==> config.mk <==
export PLATFORM = sky130hd
export DESIGN_NAME = fifo_uart_tx
export DESIGN_NICKNAME = d
export VERILOG_FILES = /design/src/rtl/fifo_uart_tx.sv
export SDC_FILE = /design/constraint.sdc
export NUM_CORES = 1
export LEC_CHECK = 0
export BUFFER_PORTS_ARGS = -buffer_cell sky130_fd_sc_hd__buf_2
export CAP_MARGIN = 15
export CORE_UTILIZATION = 50
export DETAILED_ROUTE_END_ITERATION = 6
export PLACE_DENSITY = 0.74
export REMOVE_ABC_BUFFERS = 1
export SYNTH_ARGS = -nofsm -noshare
export SYNTH_HDL_FRONTEND = slang
export SYNTH_SLANG_ARGS = --single-unit
export TNS_END_PERCENT = 100
==> constraint.sdc <==
create_clock -name clk -period 1.96 [get_ports clk]
set_input_delay 0.196 -clock clk [delete_from_list [all_inputs] [get_ports clk]]
set_output_delay 0.196 -clock clk [all_outputs]
set_load 0.01 [all_outputs]
==> src/rtl/fifo_uart_tx.sv <==
// fifo_uart_tx: pops bytes from an upstream FIFO and sends each as an 8N1 UART frame.
// fifo_rd is the only combinational output; tx, busy and tx_done decode registered state.
module fifo_uart_tx #(
  parameter int unsigned CLKS_PER_BIT = 16,
  parameter int unsigned DATA_W       = 8
) (
  input  logic              clk,
  input  logic              rst,
  input  logic              en,
  input  logic              fifo_empty,
  input  logic [DATA_W-1:0] fifo_dout,
  output logic              fifo_rd,
  output logic              tx,
  output logic              busy,
  output logic              tx_done
);

  localparam int unsigned BAUD_W = (CLKS_PER_BIT > 1) ? $clog2(CLKS_PER_BIT) : 1;
  localparam int unsigned BIT_W  = (DATA_W > 1) ? $clog2(DATA_W) : 1;
  localparam logic [BAUD_W-1:0] BAUD_LAST = BAUD_W'(CLKS_PER_BIT - 1);
  localparam logic [BIT_W-1:0]  BIT_LAST  = BIT_W'(DATA_W - 1);

  typedef enum logic [2:0] {
    IDLE  = 3'd0,
    FETCH = 3'd1,
    START = 3'd2,
    DATA  = 3'd3,
    STOP  = 3'd4
  } state_t;

  state_t            state;
  state_t            state_next;
  logic [BAUD_W-1:0] baud_cnt;
  logic [BIT_W-1:0]  bit_cnt;
  logic [DATA_W-1:0] shift;
  logic              baud_end;

  // Last cycle of the current UART bit period.
  assign baud_end = (baud_cnt == BAUD_LAST);

  // State register.
  always_ff @(posedge clk) begin
    if (rst) begin
      state <= IDLE;
    end else begin
      state <= state_next;
    end
  end

  // Next-state logic; the FIFO flags are only looked at while idle.
  always_comb begin
    state_next = state;
    case (state)
      IDLE:    if (en && !fifo_empty) state_next = FETCH;
      FETCH:   state_next = START;
      START:   if (baud_end) state_next = DATA;
      DATA:    if (baud_end && (bit_cnt == BIT_LAST)) state_next = STOP;
      STOP:    if (baud_end) state_next = IDLE;
      default: state_next = IDLE;
    endcase
  end

  // Output decode from the registered state, plus the Mealy pop request in IDLE.
  always_comb begin
    fifo_rd = 1'b0;
    tx      = 1'b1;
    busy    = 1'b1;
    tx_done = 1'b0;
    case (state)
      IDLE: begin
        busy    = 1'b0;
        fifo_rd = en & ~fifo_empty;
      end
      START:   tx = 1'b0;
      DATA:    tx = shift[0];
      STOP:    tx_done = baud_end;
      default: ;
    endcase
  end

  // Baud counter, bit counter and shift register; byte is captured as FETCH closes.
  always_ff @(posedge clk) begin
    if (rst) begin
      baud_cnt <= '0;
      bit_cnt  <= '0;
      shift    <= '0;
    end else begin
      case (state)
        FETCH: begin
          shift    <= fifo_dout;
          baud_cnt <= '0;
          bit_cnt  <= '0;
        end
        START, STOP: begin
          baud_cnt <= baud_end ? '0 : baud_cnt + BAUD_W'(1);
        end
        DATA: begin
          baud_cnt <= baud_end ? '0 : baud_cnt + BAUD_W'(1);
          if (baud_end) begin
            shift   <= {1'b0, shift[DATA_W-1:1]};
            bit_cnt <= bit_cnt + BIT_W'(1);
          end
        end
        default: begin
          baud_cnt <= '0;
        end
      endcase
    end
  end

endmodule

==> results.sh, run 1 <==
export IMPL_ant_nets=0
export IMPL_place_area_mm2=0.00100
export IMPL_synthCells=108
export IMPL_holdWs_ns=0.181
export IMPL_pin_count=16
export IMPL_synth_cell_type_count=39
export IMPL_power_leakage_nw=0.413
export IMPL_p_sw_w=0.000251
export IMPL_firstDrtPassIters=4
export IMPL_insertion_delay_ns=0.29
export IMPL_clkPwrFrac=0.265
export IMPL_initial_core_util=0.542
export IMPL_start_kind="flop"
export IMPL_syn_avg_cell_area_um2=8.85
export IMPL_path_class="flop to flop"
export IMPL_power_frac_comb=0.209
export IMPL_clock_path_buffers=2
export IMPL_dp_hpwl_um=1320
export IMPL_synth_edf_count=0
export IMPL_ys_seq_area_frac=0.377
export IMPL_min_period_over_period=0.926
export IMPL_finalSetupViolations=0
export IMPL_rows=15
export IMPL_io_buffers=15
export IMPL_ff_latch_area_um2=360
export IMPL_post_drt_wl_per_cell_um=13.5
export IMPL_finalNonFillerCells=145
export IMPL_p_int_w=0.000604
export IMPL_drt_total_wl_um=1960
export IMPL_ys_flop_type="dfxtp_1"
export IMPL_synth_top_cell_by_area="dfxtp_1"
export IMPL_ys_ff_latch=18
export IMPL_synth_area_leaders="dfxtp_1 38%, o221a_2 5.9%, nor2_1 4.3%, a21oi_1 4.2%, ha_1 3.9%"
export IMPL_hold_viol=0
export IMPL_post_cts_repair_setup_buffers=0
export IMPL_core_area_mm2=0.00176
export IMPL_drcViolationCount=0
export IMPL_arrival_ns=2.06
export IMPL_fp_dieW_um=45.7
export IMPL_cts_hold_buf=0
export IMPL_cts_tree="done"
export IMPL_cts_resized=0
export IMPL_reg2reg_slack_ns=0.14
export IMPL_fill_cells=192
export IMPL_grt_usage=0.222
export IMPL_cts_root_buf="clkbuf_4"
export IMPL_final_cell_mix="18 x dfxtp_1, 15 x buf_2, 11 x nor2_1"
export IMPL_cts_sinks=18
export IMPL_slew_headroom=0.547
export IMPL_power_w=0.000856
export IMPL_p_seq_frac=0.526
export IMPL_clk_pin_slew_worst_paths_ns=0.10
export IMPL_grt_pass1_wl_um=3270
export IMPL_power_density_mw_per_mm2=822
export IMPL_fin_skew_ns=0.00243
export IMPL_required_ns=2.20
export IMPL_critPathSlowestCell="a21oi_1"
export IMPL_switching_share=0.294
export IMPL_hp_class="input pin to flop"
export IMPL_cp_max_fo=11
export IMPL_dp_cells=141
export IMPL_timing_final_max_slew_violations=0
export IMPL_cts_buffers=3
export IMPL_period_needed_ns=1.82
export IMPL_setup_tns_ns=0
export IMPL_irDropWorstVdd_mv=0.441
export IMPL_path_cells="ha_1, nand3_2, a21oi_1, o221a_2"
export IMPL_grt_max_degree=23
export IMPL_stdcell_area_mm2=0.00104
export IMPL_final_common_cell="dfxtp_1"
export IMPL_status="finished clean"
export IMPL_antenna_found_initial=0
export IMPL_fmax_mhz=551
export IMPL_drt_iter0_markers=21
export IMPL_synth_warnings=0
export IMPL_grt_pass1_vias=746
export IMPL_drv_cap=0
export IMPL_multi_input_area_um2=512
export IMPL_cp_slowest_stage_delay_ns=0.54
export IMPL_htreeDepth=1
export IMPL_n_antenna_cell=0
export IMPL_grt_overflow_total=0
export IMPL_syn_area_um2=956
export IMPL_avgViaCountPerCell=5.94
export IMPL_via_count=861
export IMPL_area_growth_pct=8.90
export IMPL_worst_pin_slew_ns=0.678
export IMPL_drive_gt1_frac=0.275
export IMPL_rsz0062_at_grt="no"
export IMPL_layout_nets=136
export IMPL_synth_top_area_frac=0.377
export IMPL_die_y_um=45.7
export IMPL_end_kind="flop"
export IMPL_async_flop_share=0
export IMPL_gp_congestion=0.800
export IMPL_die_area_mm2=0.00209
cells in the mapped netlist, types with 3 or more instances:
| cell | instances |
|---|---|
| dfxtp_1 | 18 |
| nand2_1 | 8 |
| ha_1 | 3 |
| buf_2 | 3 |
| nand3_1 | 4 |
| o211ai_1 | 4 |
| nor2_1 | 11 |
| inv_1 | 5 |
| o221a_2 | 5 |
| a21oi_1 | 8 |
worst max-delay path: cells and delay by family (launching register included):
kind | cells | cell delay (ns)
fa+ha+maj | 1 | 0.31
simple gates | 1 | 0.26
compound gates | 2 | 0.82
flops | 1 | 0.38
kinds of logic after synthesis:
family                   synth area share
buffers and inverters              0.0877
flip-flops                          0.377
adder cells (fa/ha/maj)            0.0393
XOR/XNOR                           0.0183
AO/OA/AOI/OAI                       0.242
multiplexers                       0.0105
AND/OR/NAND/NOR                     0.225
stage by stage:
stage	util	setup WS, ns
detailed placement	0.570	0.226
floorplan	-	0.435
global route	0.590	0.0253
CTS	0.590	0.176
global placement	0.570	0.311
finish	0.590	0.145
metal layers:
metal	share of wire	wire, um	vias up	GRT usage
met5	0	0	-	0
met4	0.012	23	0	0.106
met3	0.034	66	4	0.0476
met2	0.47	922	22	0.354
met1	0.48	951	410	0.284
li1	-	-	425	-
power by group through the flow:
| stage | sequential, W | combinational (W) | clock, W |
|---|---|---|---|
| 2_1_floorplan | 0.000442 | 0.000126 | 0 |
| 3_3_place_gp | 0.000455 | 0.000174 | 0 |
| 3_5_place_dp | 0.000457 | 0.000178 | 0 |
| 4_1_cts | 0.000449 | 0.000179 | 0.000231 |
| 5_1_grt | 0.000456 | 0.000201 | 0.000250 |
| 6_report | 0.000450 | 0.000179 | 0.000227 |
area by class of cell:
| class | instances | area share |
|---|---|---|
| multi-input combinational | 77 | 0.492 |
| sequential | 18 | 0.346 |
| timing repair buffer | 16 | 0.0793 |
| clock buffer | 4 | 0.0349 |
| tap | 25 | 0.0300 |
| inverter | 5 | 0.0180 |
path summary, 6_finish.rpt:
kind | from | to | cells after the start
max reg2reg | baud_cnt[0]$_SDFF_PP0_ | shift[3]$_SDFFE_PP0P_ | 4
min reg2reg | baud_cnt[0]$_SDFF_PP0_ | baud_cnt[0]$_SDFF_PP0_ | 1
min | fifo_dout[7] | shift[7]$_SDFFE_PP0P_ | 3
max | baud_cnt[0]$_SDFF_PP0_ | shift[3]$_SDFFE_PP0P_ | 4
flip-flops by register name, summed over array words and instances (netlist names):
register,flops
shift,8
baud_cnt,4
bit_cnt,3
state,3
No activity file was read; power rests on OpenSTA's default activity.
==> run 2, diff against run 1 <==
--- a/config.mk
+++ b/config.mk
@@ -12,2 +12,3 @@
 export PLACE_DENSITY = 0.74
+export RECOVER_POWER = 50
 export REMOVE_ABC_BUFFERS = 1
==> constraint.sdc (replaced) <==
create_clock -name clk -period 1.96 [get_ports clk]
set_input_delay 0.588 -clock clk [delete_from_list [all_inputs] [get_ports clk]]
set_output_delay 0.588 -clock clk [all_outputs]
set_load 0.01 [all_outputs]
==> results.sh, run 2 (synthesis gave the netlist of run 1 again) <==
export IMPL_core_area_mm2=0.00176
export IMPL_cts_hold_buf=0
export IMPL_crit_family="simple AND/OR/NAND/NOR gates"
export IMPL_required_ns=1.37
export IMPL_cp_slowest_stage_delay_ns=0.44
export IMPL_io_buffers=15
export IMPL_insertion_delay_ns=0.32
export IMPL_drt_total_wl_um=1970
export IMPL_ant_nets=0
export IMPL_largest_reg_flops=8
export IMPL_grt_usage=0.231
export IMPL_fmax_mhz=519
export IMPL_post_drt_wl_per_cell_um=13.0
export IMPL_finalSetupViolations=0
export IMPL_grt_max_degree=14
export IMPL_via_count=860
export IMPL_holdWs_ns=0.454
export IMPL_irDropWorstVdd_mv=0.415
export IMPL_dp_hpwl_um=1390
export IMPL_cp_max_fo=11
export IMPL_start_kind="flop"
export IMPL_reg2reg_slack_ns=0.28
export IMPL_rsz0062_at_grt="yes"
export IMPL_worst_pin_slew_ns=0.392
export IMPL_fin_ws_ns=0.0326
export IMPL_cts_sinks=18
export IMPL_dp_slack_ns=0.161
export IMPL_clock_path_buffers=2
export IMPL_layout_nets=142
export IMPL_die_area_mm2=0.00209
export IMPL_die_y_um=45.7
export IMPL_critPathBufInv=1
export IMPL_r2r_start="baud_cnt[0]$_SDFF_PP0_"
export IMPL_timing_final_max_slew_violations=0
export IMPL_cts_root_buf="clkbuf_4"
export IMPL_drive_gt1_frac=0.294
export IMPL_n_antenna_cell=0
export IMPL_antenna_found_initial=0
export IMPL_top_register="shift"
export IMPL_min_delay_start="baud_cnt[0]$_SDFF_PP0_"
export IMPL_slew_headroom=0.737
export IMPL_status="finished clean"
export IMPL_gp_congestion=0.817
export IMPL_fin_skew_ns=0.0126
export IMPL_power_leakage_nw=0.429
export IMPL_grt_overflow_total=0
export IMPL_min_to="baud_cnt[0]$_SDFF_PP0_"
export IMPL_reg_top3="shift x8, baud_cnt x4"
export IMPL_path_class="flop to output port"
export IMPL_power_density_mw_per_mm2=823
export IMPL_period_needed_ns=1.93
export IMPL_cts_tree="done"
export IMPL_end_kind="output port"
export IMPL_multi_input_area_um2=518
export IMPL_area_growth_pct=13.0
export IMPL_post_cts_repair_setup_buffers=0
export IMPL_grt_pass1_vias=753
export IMPL_min_period_over_period=0.983
export IMPL_r2r_end="state[2]$_SDFFE_PP0P_"
export IMPL_initial_core_util=0.542
export IMPL_hp_class="flop to flop"
export IMPL_cts_buffers=3
export IMPL_hold_path_depth=1
export IMPL_arrival_ns=1.34
export IMPL_rows=15
export IMPL_pin_count=16
export IMPL_avgViaCountPerCell=5.70
export IMPL_reg2reg_depth=6
export IMPL_drv_cap=0
export IMPL_fill_cells=182
export IMPL_final_cell_mix="16 x dfxtp_1, 15 x buf_2, 10 x nor2_1"
export IMPL_firstDrtPassIters=4
export IMPL_path_cells="nor3b_1, and2_1, buf_2"
export IMPL_htreeDepth=1
export IMPL_ff_latch_area_um2=363
export IMPL_clk_pin_slew_worst_paths_ns=0.12
export IMPL_final_common_cell="dfxtp_1"
export IMPL_grt_pass1_wl_um=3430
export IMPL_hold_viol=0
export IMPL_drcViolationCount=0
export IMPL_drt_iter0_markers=17
export IMPL_critPathSlowestCell="dfxtp_1"
export IMPL_fp_dieW_um=45.7
==> run 2: changes by cell type in the layout (fill, tap and decap cells not counted), sizes merged <==
cell / delta
clkbuf: +4
buf: +2
==> run 2: worst max path at each step <==
stage	start	endpoint	slack [ns]	cells after the start
2_1_floorplan	en	fifo_rd	0.31	2
3_3_place_gp	fifo_empty	fifo_rd	0.18	4
3_5_place_dp	fifo_empty	fifo_rd	0.16	4
4_1_cts	baud_cnt[0]$_SDFF_PP0_	tx_done	0.05	4
5_1_grt	state[0]$_SDFFE_PP0P_	tx_done	-0.02	3
6_report	state[0]$_SDFFE_PP0P_	tx_done	0.03	3
==> run 2: metrics by stage <==
stage	utilization	TNS (ns)	cell area (um^2)	cells	total power [W]
5_1_grt	0.612	-0.0243	1080	151	0.000945
2_1_floorplan	-	0	891	100	0.000569
3_3_place_gp	0.595	0	1050	147	0.000648
4_1_cts	0.616	0	1090	151	0.000891
3_5_place_dp	0.595	0	1050	147	0.000655
6_report	0.612	0	1080	151	0.000888
==> run 2: per-layer routing <==
metal | track usage | share of wire | wire length, um | up-vias
met5 | 0 | 0 | 0 | -
met4 | 0.106 | 0.019 | 38 | 0
met3 | 0.0357 | 0.046 | 90 | 5
met2 | 0.334 | 0.47 | 921 | 22
met1 | 0.334 | 0.47 | 916 | 400
li1 | - | - | - | 433
==> run 2: final cells by class <==
cell class | count | share of cell area
multi-input combinational | 77 | 0.480
sequential | 18 | 0.336
timing repair buffer | 22 | 0.104
clock buffer | 4 | 0.0336
tap | 25 | 0.0290
inverter | 5 | 0.0174
==> run 2: where the power goes <==
group          internal, W  switching, W
combinational     0.000100      0.000102
clock             0.000114      0.000129
sequential        0.000403     0.0000403
==> run 2: what timing repair did <==
action                                 4_1_cts  5_1_grt
gates resized for setup                      1        5
setup endpoints to repair                    1        3
endpoints found under the hold margin        0        0
